<file path="config.mk">
export PLATFORM = sky130hd
export DESIGN_NAME = button_debouncer_flat
export DESIGN_NICKNAME = d
export VERILOG_FILES = /design/src/rtl/button_debouncer_if.sv /design/src/rtl/button_debouncer.sv /design/src/flat_wrapper.sv
export SDC_FILE = /design/constraint.sdc
export NUM_CORES = 1
export LEC_CHECK = 0
export CORE_MARGIN = 5
export CORE_UTILIZATION = 55
export CTS_CLUSTER_DIAMETER = 200
export DETAILED_ROUTE_END_ITERATION = 8
export PLACE_DENSITY_LB_ADDON = 0.3
export RECOVER_POWER = 25
export SYNTH_ARGS = -nofsm -noshare
export SYNTH_HDL_FRONTEND = slang
export SYNTH_SLANG_ARGS = --single-unit
</file>
<file path="constraint.sdc">
create_clock -name clock -period 4.42 [get_ports clock]
set_input_delay 1.326 -clock clock [delete_from_list [all_inputs] [get_ports clock]]
set_output_delay 1.326 -clock clock [all_outputs]
set_load 0.05 [all_outputs]
</file>
<file path="src/rtl/button_debouncer_if.sv">
// Pin-side bundle for button_debouncer: raw levels in, debounced levels and edge pulses out.
interface button_debouncer_if #(
    parameter int NUM_BUTTONS = 2
);
    logic [NUM_BUTTONS-1:0] button_raw;
    logic [NUM_BUTTONS-1:0] debounced;
    logic [NUM_BUTTONS-1:0] press_pulse;
    logic [NUM_BUTTONS-1:0] release_pulse;

    modport master (
        output button_raw,
        input  debounced,
        input  press_pulse,
        input  release_pulse
    );

    modport slave (
        input  button_raw,
        output debounced,
        output press_pulse,
        output release_pulse
    );
endinterface

</file>
<file path="src/rtl/button_debouncer.sv">
// Multi-channel two-flop synchroniser plus per-channel stability counter.
// Define BUTTON_DEBOUNCER_EDGE_EN to build the registered press/release pulses.
module button_debouncer #(
    parameter int NUM_BUTTONS     = 2,
    parameter int DEBOUNCE_CYCLES = 120000,
    parameter bit RESET_LEVEL     = 1'b0
) (
    input logic               clock,
    input logic               reset,
    button_debouncer_if.slave btn
);
    localparam int CNT_W = $clog2(DEBOUNCE_CYCLES + 1);
    localparam logic [CNT_W-1:0] CNT_LAST = CNT_W'(DEBOUNCE_CYCLES - 1);

    logic [NUM_BUTTONS-1:0] sync1;
    logic [NUM_BUTTONS-1:0] sync2;
    logic [NUM_BUTTONS-1:0] deb_q;
    logic [NUM_BUTTONS-1:0] deb_next;
    logic [CNT_W-1:0]       cnt_q    [NUM_BUTTONS];
    logic [CNT_W-1:0]       cnt_next [NUM_BUTTONS];

    always_ff @(posedge clock or posedge reset) begin
        if (reset) begin
            sync1 <= {NUM_BUTTONS{RESET_LEVEL}};
            sync2 <= {NUM_BUTTONS{RESET_LEVEL}};
        end else begin
            sync1 <= btn.button_raw;
            sync2 <= sync1;
        end
    end

    // Any agreement with the accepted level clears the count, so glitches never accumulate.
    always_comb begin
        deb_next = deb_q;
        for (int unsigned i = 0; i < NUM_BUTTONS; i++) begin
            cnt_next[i] = '0;
            if (sync2[i] != deb_q[i]) begin
                if (cnt_q[i] == CNT_LAST) begin
                    deb_next[i] = sync2[i];
                end else begin
                    cnt_next[i] = cnt_q[i] + CNT_W'(1);
                end
            end
        end
    end

    always_ff @(posedge clock or posedge reset) begin
        if (reset) begin
            deb_q <= {NUM_BUTTONS{RESET_LEVEL}};
            for (int unsigned i = 0; i < NUM_BUTTONS; i++) begin
                cnt_q[i] <= '0;
            end
        end else begin
            deb_q <= deb_next;
            for (int unsigned i = 0; i < NUM_BUTTONS; i++) begin
                cnt_q[i] <= cnt_next[i];
            end
        end
    end

    assign btn.debounced = deb_q;

`ifdef BUTTON_DEBOUNCER_EDGE_EN
    logic [NUM_BUTTONS-1:0] press_q;
    logic [NUM_BUTTONS-1:0] release_q;

    // Pulses share the edge that loads deb_q, so they line up with the new level.
    always_ff @(posedge clock or posedge reset) begin
        if (reset) begin
            press_q   <= '0;
            release_q <= '0;
        end else begin
            press_q   <= deb_next & ~deb_q;
            release_q <= ~deb_next & deb_q;
        end
    end

    assign btn.press_pulse   = press_q;
    assign btn.release_pulse = release_q;
`else
    assign btn.press_pulse   = '0;
    assign btn.release_pulse = '0;
`endif
endmodule

</file>
<file path="src/flat_wrapper.sv">
// flat-port wrapper written by rule: the top's interface ports become plain ports
module button_debouncer_flat 
#(
    parameter int NUM_BUTTONS     = 2,
    parameter int DEBOUNCE_CYCLES = 120000,
    parameter bit RESET_LEVEL     = 1'b0
)
  (clock, reset, btn_button_raw, btn_debounced, btn_press_pulse, btn_release_pulse);
  button_debouncer_if #(.NUM_BUTTONS(NUM_BUTTONS)) btn_i ();
  input logic clock;
  input logic reset;
  input wire logic [$bits(btn_i.button_raw)-1:0] btn_button_raw;
  output wire logic [$bits(btn_i.debounced)-1:0] btn_debounced;
  output wire logic [$bits(btn_i.press_pulse)-1:0] btn_press_pulse;
  output wire logic [$bits(btn_i.release_pulse)-1:0] btn_release_pulse;
  assign btn_i.button_raw = btn_button_raw;
  assign btn_debounced = btn_i.debounced;
  assign btn_press_pulse = btn_i.press_pulse;
  assign btn_release_pulse = btn_i.release_pulse;
  button_debouncer #(.NUM_BUTTONS(NUM_BUTTONS), .DEBOUNCE_CYCLES(DEBOUNCE_CYCLES), .RESET_LEVEL(RESET_LEVEL)) u_core (.clock(clock), .reset(reset), .btn(btn_i));
endmodule
</file>
==> run_results.csv <==
group,metric,value,unit
layout,layout_commonest_cell,"dfrtp_1",
sta,layout_worst_path_cycle_share,65.26,%
sta,setup_tns,0,ns
critical_path,worstSetupPathType,"reg -> out",
critical_path,r2r-start,"u_core.cnt_q[6]$_DFF_PP0_",
grt,track_usage,16.43,%
clock_network,tritoncts,"done",
floorplan,num_io_pins,10,
clock_network,cts.sinks,40,
grt,grt.overflow.total,0,
critical_path,critPathRequiredTime,3.09,ns
synthesis,syn_inst,187,
min_path,hp-class,"reg -> reg",
critical_path,endpoint_kind,"output port",
sta,rsz0062_at_grt,"no",
clock_network,cts_resized,0,
sta,clock_skew,0.01189,ns
grt,grt_pass1_wl,5685,µm
layout,drive_gt1_share,7.653,%
synthesis,netlist_area,1907,µm²
critical_path,arrival,1.56,ns
synthesis,yosys_warnings,0,
layout,finalNetCount,202,
layout,diodes,0,
power,clkPwrFrac,41.0,%
synthesis,ys_seq_area_share,52.49,%
placement,place_hpwl,2305,µm
floorplan,design.core.area,3337,µm²
power,powerDensity,334.7,nW/µm²
floorplan,die_area,4744,µm²
job,drv_cap,0,
synthesis,synth_seq_cells,40,
min_path,hold_path_depth,0,
floorplan,num_rows,21,
grt,antenna_found_initial,0,
routing,drt-initial-drc-count,111,
routing,drcViolationCount,0,
sta,worst_slack,1.536,ns
critical_path,critPathCapture,"btn_debounced[0]",
sta,relSlewSlack,49.64,%
placement,post-place-ws,1.847,ns
layout,mostFrequentLayoutCells,"dfrtp_1, nor2_1, xnor2_1",
placement,portBuffers,5,
routing,viasPerCell,5.483,
synthesis,ys_types,32,
layout,area_growth,8.858,%
clock_network,root_buffer,"clkbuf_4",
critical_path,crit_chain,"clkdlybuf4s50_1",
clock_network,cts_setup_buffers,0,
sta,hold_violations,0,
sta,setup_viol,0,
critical_path,cp_num_cells,1,
floorplan,start_util,57.14,%
critical_path,critPathBufInv,1,
power,p_sw,0.0001416,W
grt,grt_max_degree,22,
power,power.share.combinational,4.6,%
routing,ant_nets,0,
grt,grt_pass1_vias,1340,
routing,first_pass_iters,4,
sta,drv_slew,0,
floorplan,die_w,68.88,µm
floorplan,die_y,68.88,µm
power,p_leak,0.8387,nW
clock_network,ctsHoldBuffers,0,
sta,fmax,0.3467,GHz
power,total_power,0.0006948,W
clock_network,clock_path_buffers,2,
critical_path,cp_max_fo,3,
critical_path,ff2ff_path_depth,4,
clock_network,clock_latency,0.35,ns
routing,wirelength,3210,µm
critical_path,critPathLaunch,"u_core.btn.debounced[0]$_DFFE_PP0P_",
routing,wl_per_cell,13.26,µm
clock_network,clk_pin_slew_worst_paths,0.11,ns
sta,worst_pin_slew,0.7546,ns
critical_path,slowest_stage,"clkdlybuf4s50_1",
placement,gp_congestion,0.8482,
critical_path,start_kind,"flop",
power,irDropWorstVdd,0.0002980,V
synthesis,syn_avg_cell_area,10.20,µm²
critical_path,crit_family,"buffers and inverters",
sta,period_needed,2.884,ns
critical_path,max_stage_delay,0.82,ns
power,seqPwrFrac,54.4,%
critical_path,regToRegSetupSlack,2.38,ns
clock_network,numCtsBuffers,5,
power,intPower,0.0005532,W
outcome,outcome,"finished, final reports clean",
power,p_sw_share,20.38,%
clock_network,cts_max_level,2,
critical_path,r2r-end,"u_core.cnt_q[2]$_DFF_PP0_",
routing,vias,1327,
==> cells by family after synthesis <==
group	share of synthesized area, %
multiplexers	1.181
buffers and inverters	4.069
other	0.1967
XOR/XNOR	13.32
flip-flops	52.49
AO/OA/AOI/OAI	3.412
AND/OR/NAND/NOR	24.02
adder cells (fa/ha/maj)	1.312
==> per-layer routing <==
| metal | GRT usage (%) | vias up | wire (µm) |
|---|---|---|---|
| li1 | - | 650 | - |
| met4 | 7.299 | 0 | 47 |
| met5 | 0 | - | 0 |
| met2 | 30.12 | 14 | 1754 |
| met1 | 16.84 | 658 | 1316 |
| met3 | 5.348 | 5 | 92 |
==> metrics by stage <==
stage,area (µm²),hold WS (ns),utilization (%),cells
after floorplan,1918,0.3312,-,190
after global placement,1982,0.3343,59.39,235
after detailed placement,1982,0.3434,59.39,235
after CTS,2079,0.3685,62.32,242
after global routing,2076,0.3814,62.20,242
final,2076,0.3640,62.20,242
==> final cells by class <==
cell class / count / area, µm²
fill: 287 / 1261
sequential: 40 / 1001
multi-input combinational: 136 / 835.8
clock inverter: 2 / 60.06
timing repair buffer: 6 / 57.56
tap: 46 / 57.56
clock buffer: 5 / 37.54
inverter: 7 / 26.28
==> worst min path at each step <==
| stage | end | startpoint |
|---|---|---|
| 6_report | u_core.sync2[1]$_DFF_PP0_ | u_core.sync1[1]$_DFF_PP0_ |
| 5_1_grt | u_core.sync2[1]$_DFF_PP0_ | u_core.sync1[1]$_DFF_PP0_ |
| 4_1_cts | u_core.sync2[1]$_DFF_PP0_ | u_core.sync1[1]$_DFF_PP0_ |
| 3_5_place_dp | u_core.sync2[1]$_DFF_PP0_ | u_core.sync1[1]$_DFF_PP0_ |
| 3_3_place_gp | u_core.sync2[1]$_DFF_PP0_ | u_core.sync1[1]$_DFF_PP0_ |
| 2_1_floorplan | u_core.sync2[0]$_DFF_PP0_ | u_core.sync1[0]$_DFF_PP0_ |
==> synth_stat cells <==
cell type / number / area [µm²]
or4_1: 1 / 7.510
o21ai_0: 1 / 5.000
nand2_1: 9 / 33.78
nand4bb_1: 1 / 11.26
ha_1: 2 / 25.02
nand4_1: 6 / 37.54
or3b_1: 1 / 8.760
nand3_1: 13 / 65.06
buf_2: 2 / 10.01
or4_4: 1 / 11.26
xor2_1: 7 / 61.31
nor4_1: 7 / 43.79
mux2_2: 2 / 22.52
inv_1: 7 / 26.28
conb_1: 1 / 3.750
a21oi_1: 3 / 15.01
nand3b_1: 1 / 7.510
o31ai_4: 1 / 21.27
a21o_1: 1 / 7.510
and3_1: 2 / 12.51
or2_2: 3 / 18.77
buf_6: 1 / 11.26
nor2_1: 34 / 127.6
buf_4: 4 / 30.03
o41ai_1: 1 / 8.760
nand4b_1: 1 / 8.760
dfrtp_1: 40 / 1001
xnor2_1: 22 / 192.7
o31ai_1: 1 / 7.510
or3_1: 1 / 6.260
nor3_1: 9 / 45.04
nand4_2: 1 / 12.51
==> state kept, by name (all words and copies together) (netlist names) <==
name	flops
u_core.cnt_q	34
u_core.sync2	2
u_core.sync1	2
u_core.btn.debounced	2
==> power groups by stage <==
stage               Sequential (W)  Combinational [W]  Clock (W)
global route              0.000379          0.0000359   0.000312
finish                    0.000378          0.0000318   0.000285
global placement          0.000384          0.0000315          0
CTS                       0.000378          0.0000331   0.000295
detailed placement        0.000385          0.0000330          0
floorplan                 0.000384          0.0000295          0
Note: power is estimated with default switching activity, not from simulation.
==> edit, RTL diff (same flow settings) <==
`RESET_LEVEL` is set to 1'b0 in 2 places; all go to 1'b1.
--- a/src/rtl/button_debouncer.sv
+++ b/src/rtl/button_debouncer.sv
@@ -3,7 +3,7 @@
 module button_debouncer #(
     parameter int NUM_BUTTONS     = 2,
     parameter int DEBOUNCE_CYCLES = 120000,
-    parameter bit RESET_LEVEL     = 1'b0
+    parameter bit RESET_LEVEL     = 1'b1
 ) (
     input logic               clock,
     input logic               reset,
--- a/src/flat_wrapper.sv
+++ b/src/flat_wrapper.sv
@@ -3,7 +3,7 @@
 #(
     parameter int NUM_BUTTONS     = 2,
     parameter int DEBOUNCE_CYCLES = 120000,
-    parameter bit RESET_LEVEL     = 1'b0
+    parameter bit RESET_LEVEL     = 1'b1
 )
   (clock, reset, btn_button_raw, btn_debounced, btn_press_pulse, btn_release_pulse);
   button_debouncer_if #(.NUM_BUTTONS(NUM_BUTTONS)) btn_i ();
Check against the original RTL: not equivalent (a bounded check fails within 4 cycles, from zero or initial values and one cycle with reset high).
==> edit against the unedited design <==
The run now ends with capacitance limit, slew limit left. Die area is 0.33% higher. Register-to-register slack better by 0.03 ns. Power shrank 13%. Sequential cell count did not move. Clock power decreased by 33%. Setup slack lost 0.26 ns. Cell area fell by 1.5%. Final cell count grew 0.41%. Core utilization down 1.4 points. Sequential share of layout area up 1.1 points. Routed wire length down 2.1%. Synthesized area up 0.39%. Largest cell class unchanged. Largest power group unchanged.
==> edit: results (changes against the unedited design) <==
Status
Outcome: finished with violations (was finished, final reports clean). The final reports fail on capacitance limit, slew limit.

Synthesis
The share of synthesized cell area in full adder, half adder and majority cells is 0.0131 (about the same). The post-synthesis compound-gate area fraction is 0.0340 (was 0.0341). The average cell area after synthesis is 10.2 sq um (about the same). The share of flip-flops with an asynchronous set or reset is 1.00 (unchanged).

The total number of yosys warnings is 0 (unchanged). The sequential fraction of the synthesis area is 0.527 (was 0.525). The share of cell area taken by muxes after synthesis came to 0.0118 (about the same).

Leading post-synthesis cells by cell area: dfrtp_1 (44%), xnor2_1 (10%), dfstp_2 (8.2%) (was dfrtp_1 (52%), xnor2_1 (10%), nor2_1 (6.7%)). The leading register cell type out of synthesis is dfrtp_1 (unchanged). The count of distinct cell types in the synthesized netlist is 33 (was 32). The synthesized-area fraction occupied by xor and xnor cells is 0.133 (about the same).

Most instantiated cells after synthesis: dfrtp_1 (34), nor2_1 (34), xnor2_1 (22) (was dfrtp_1 (40), nor2_1 (34), xnor2_1 (22)).

Clocking
The count of buffers added by post-CTS timing repair for setup is 0 (unchanged). The cell at the root of the clock tree is clkbuf_4 (unchanged). The number of levels the H-tree was split into is 2 (unchanged). For the worst-skew pair, the clock arrives at the later sink with an insertion delay of about 0.36 ns. The number of instances resized during post-cts repair was 0 (unchanged). The buffer depth of the longest clock path is 2 (unchanged). The register clock-pin slew on the reported worst setup and hold paths is 0.10 ns. The number of CTS-inserted buffers is 5 (unchanged).

GRT
The via count of the first global-routing pass is 1378 (was 1340). The largest net degree at the start of global routing is 41 (was 22). The all-layer global routing usage is 0.173 (was 0.164). The wire length of the first global-routing pass is 5930 um (was 5690 um).

The number of antenna violations at the first check in global routing is 0 (unchanged).

Critical path
The peak fanout along the critical path came to 40 (was 3). The signal arrival time at the worst endpoint is 3.22 ns (was 1.56 ns).

STA
The number of max-slew violations in the final report is 41 (was 0). The worst slew margin relative to its limit is -0.348 (was 0.496). The worst setup skew after layout came to 0.00662 ns (was 0.0119 ns). The number of endpoints with negative hold slack in the final report is 0 (unchanged).

Place
The placed wire-length estimate is 2240 um (was 2310 um). The pre-CTS setup slack is 1.75 ns (was 1.85 ns). The final estimated routing congestion in global placement was 0.843 (was 0.848). The count of input and output buffers was 5 (unchanged).

Cells and area
The number of standard cells in the final layout excluding fillers is 243 (was 242). The count of antenna diodes in the layout is 0 (unchanged). The flip-flop count of the largest register after layout is 34 (unchanged). The number of fillers in the final layout is 303 (was 287).

The register with the most flip-flops was u_core.cnt_q (unchanged). The area added between synthesis and finish came to 6.80% (was 8.86%). The total number of nets in the final design is 202 (unchanged). The share of cells above drive strength 1 is 0.102 (was 0.0765).

Route
The starting DRC count in detailed routing came to 71 (was 111). The routed wire length per instance is 12.9 um (was 13.3 um). The total iterations of the first detailed-routing run is 4 (unchanged). The average via count per standard cell is 5.24 (was 5.48).

Flow run
The number of max-cap violations is 1 (was 0).

Pwr
The net switching power of the design is 142 uW (about the same). The worst supply voltage drop on vdd came to 0.000244 V (was 0.000298 V). The leakage power total is 0.000806 uW (was 0.000839 uW).

Hold path
The class of the tightest hold or removal check is reg -> reg (unchanged).
[edit: worst paths after layout]
| kind | cells past startpoint | from | slack (ns) | end |
|---|---|---|---|---|
| worst max register to register | 5 | u_core.cnt_q[17] | 2.41 | u_core.cnt_q[32] |
| worst min-delay path | 0 | u_core.sync1[1] | 0.36 | u_core.sync2[1] |
| worst max-delay path | 3 | reset | 1.28 | u_core.cnt_q[8] |
| min in group asynchronous | 3 | reset | 1.99 | u_core.cnt_q[30] |
| max in group clock | 1 | u_core.btn.debounced[1] | 1.38 | btn_debounced[1] |
| worst min register to register | 0 | u_core.sync1[1] | 0.36 | u_core.sync2[1] |
[edit: cell type report]
class / count / area share
tap: 46 / 0.0282
sequential: 40 / 0.493
inverter: 7 / 0.0129
clock buffer: 8 / 0.0288
multi-input combinational: 136 / 0.411
timing repair buffer: 6 / 0.0263
[edit: kinds of logic (layout without fill, tap and decap cells)]
kind of cell | Yosys count | count (layout)
AND/OR/NAND/NOR | 91 | 91
AO/OA/AOI/OAI | 8 | 8
other | 1 | 4
buffers and inverters | 14 | 21
XOR/XNOR | 29 | 29
multiplexers | 2 | 2
flip-flops | 40 | 40
adder cells (fa/ha/maj) | 2 | 2
[edit: per-layer routing]
layer,track usage,part of all wire
met2,0.298,0.51
met1,0.189,0.43
met5,0,0
met4,0.0730,0.019
met3,0.0681,0.044
[edit: worst max-delay path, stage by stage]
cell and delay [ns]:
clkdlybuf4s50_1 0.39, inv_1 0.05, clkbuf_1 1.44
[edit: stage by stage]
step	power (uW)	util	cell area [sq um]
after detailed placement	419	0.592	1990
after global routing	635	0.608	2040
after CTS	610	0.609	2050
final	602	0.608	2040
after global placement	418	0.592	1990
after floorplan	414	-	1930
[edit: power by group through the flow]
stage	Combinational [uW]	Sequential [uW]	Clock, uW
2_1_floorplan	29.5	385	0
3_3_place_gp	31.8	386	0
3_5_place_dp	32.4	386	0
4_1_cts	32.6	379	197
5_1_grt	36.4	381	217
6_report	30.9	379	191
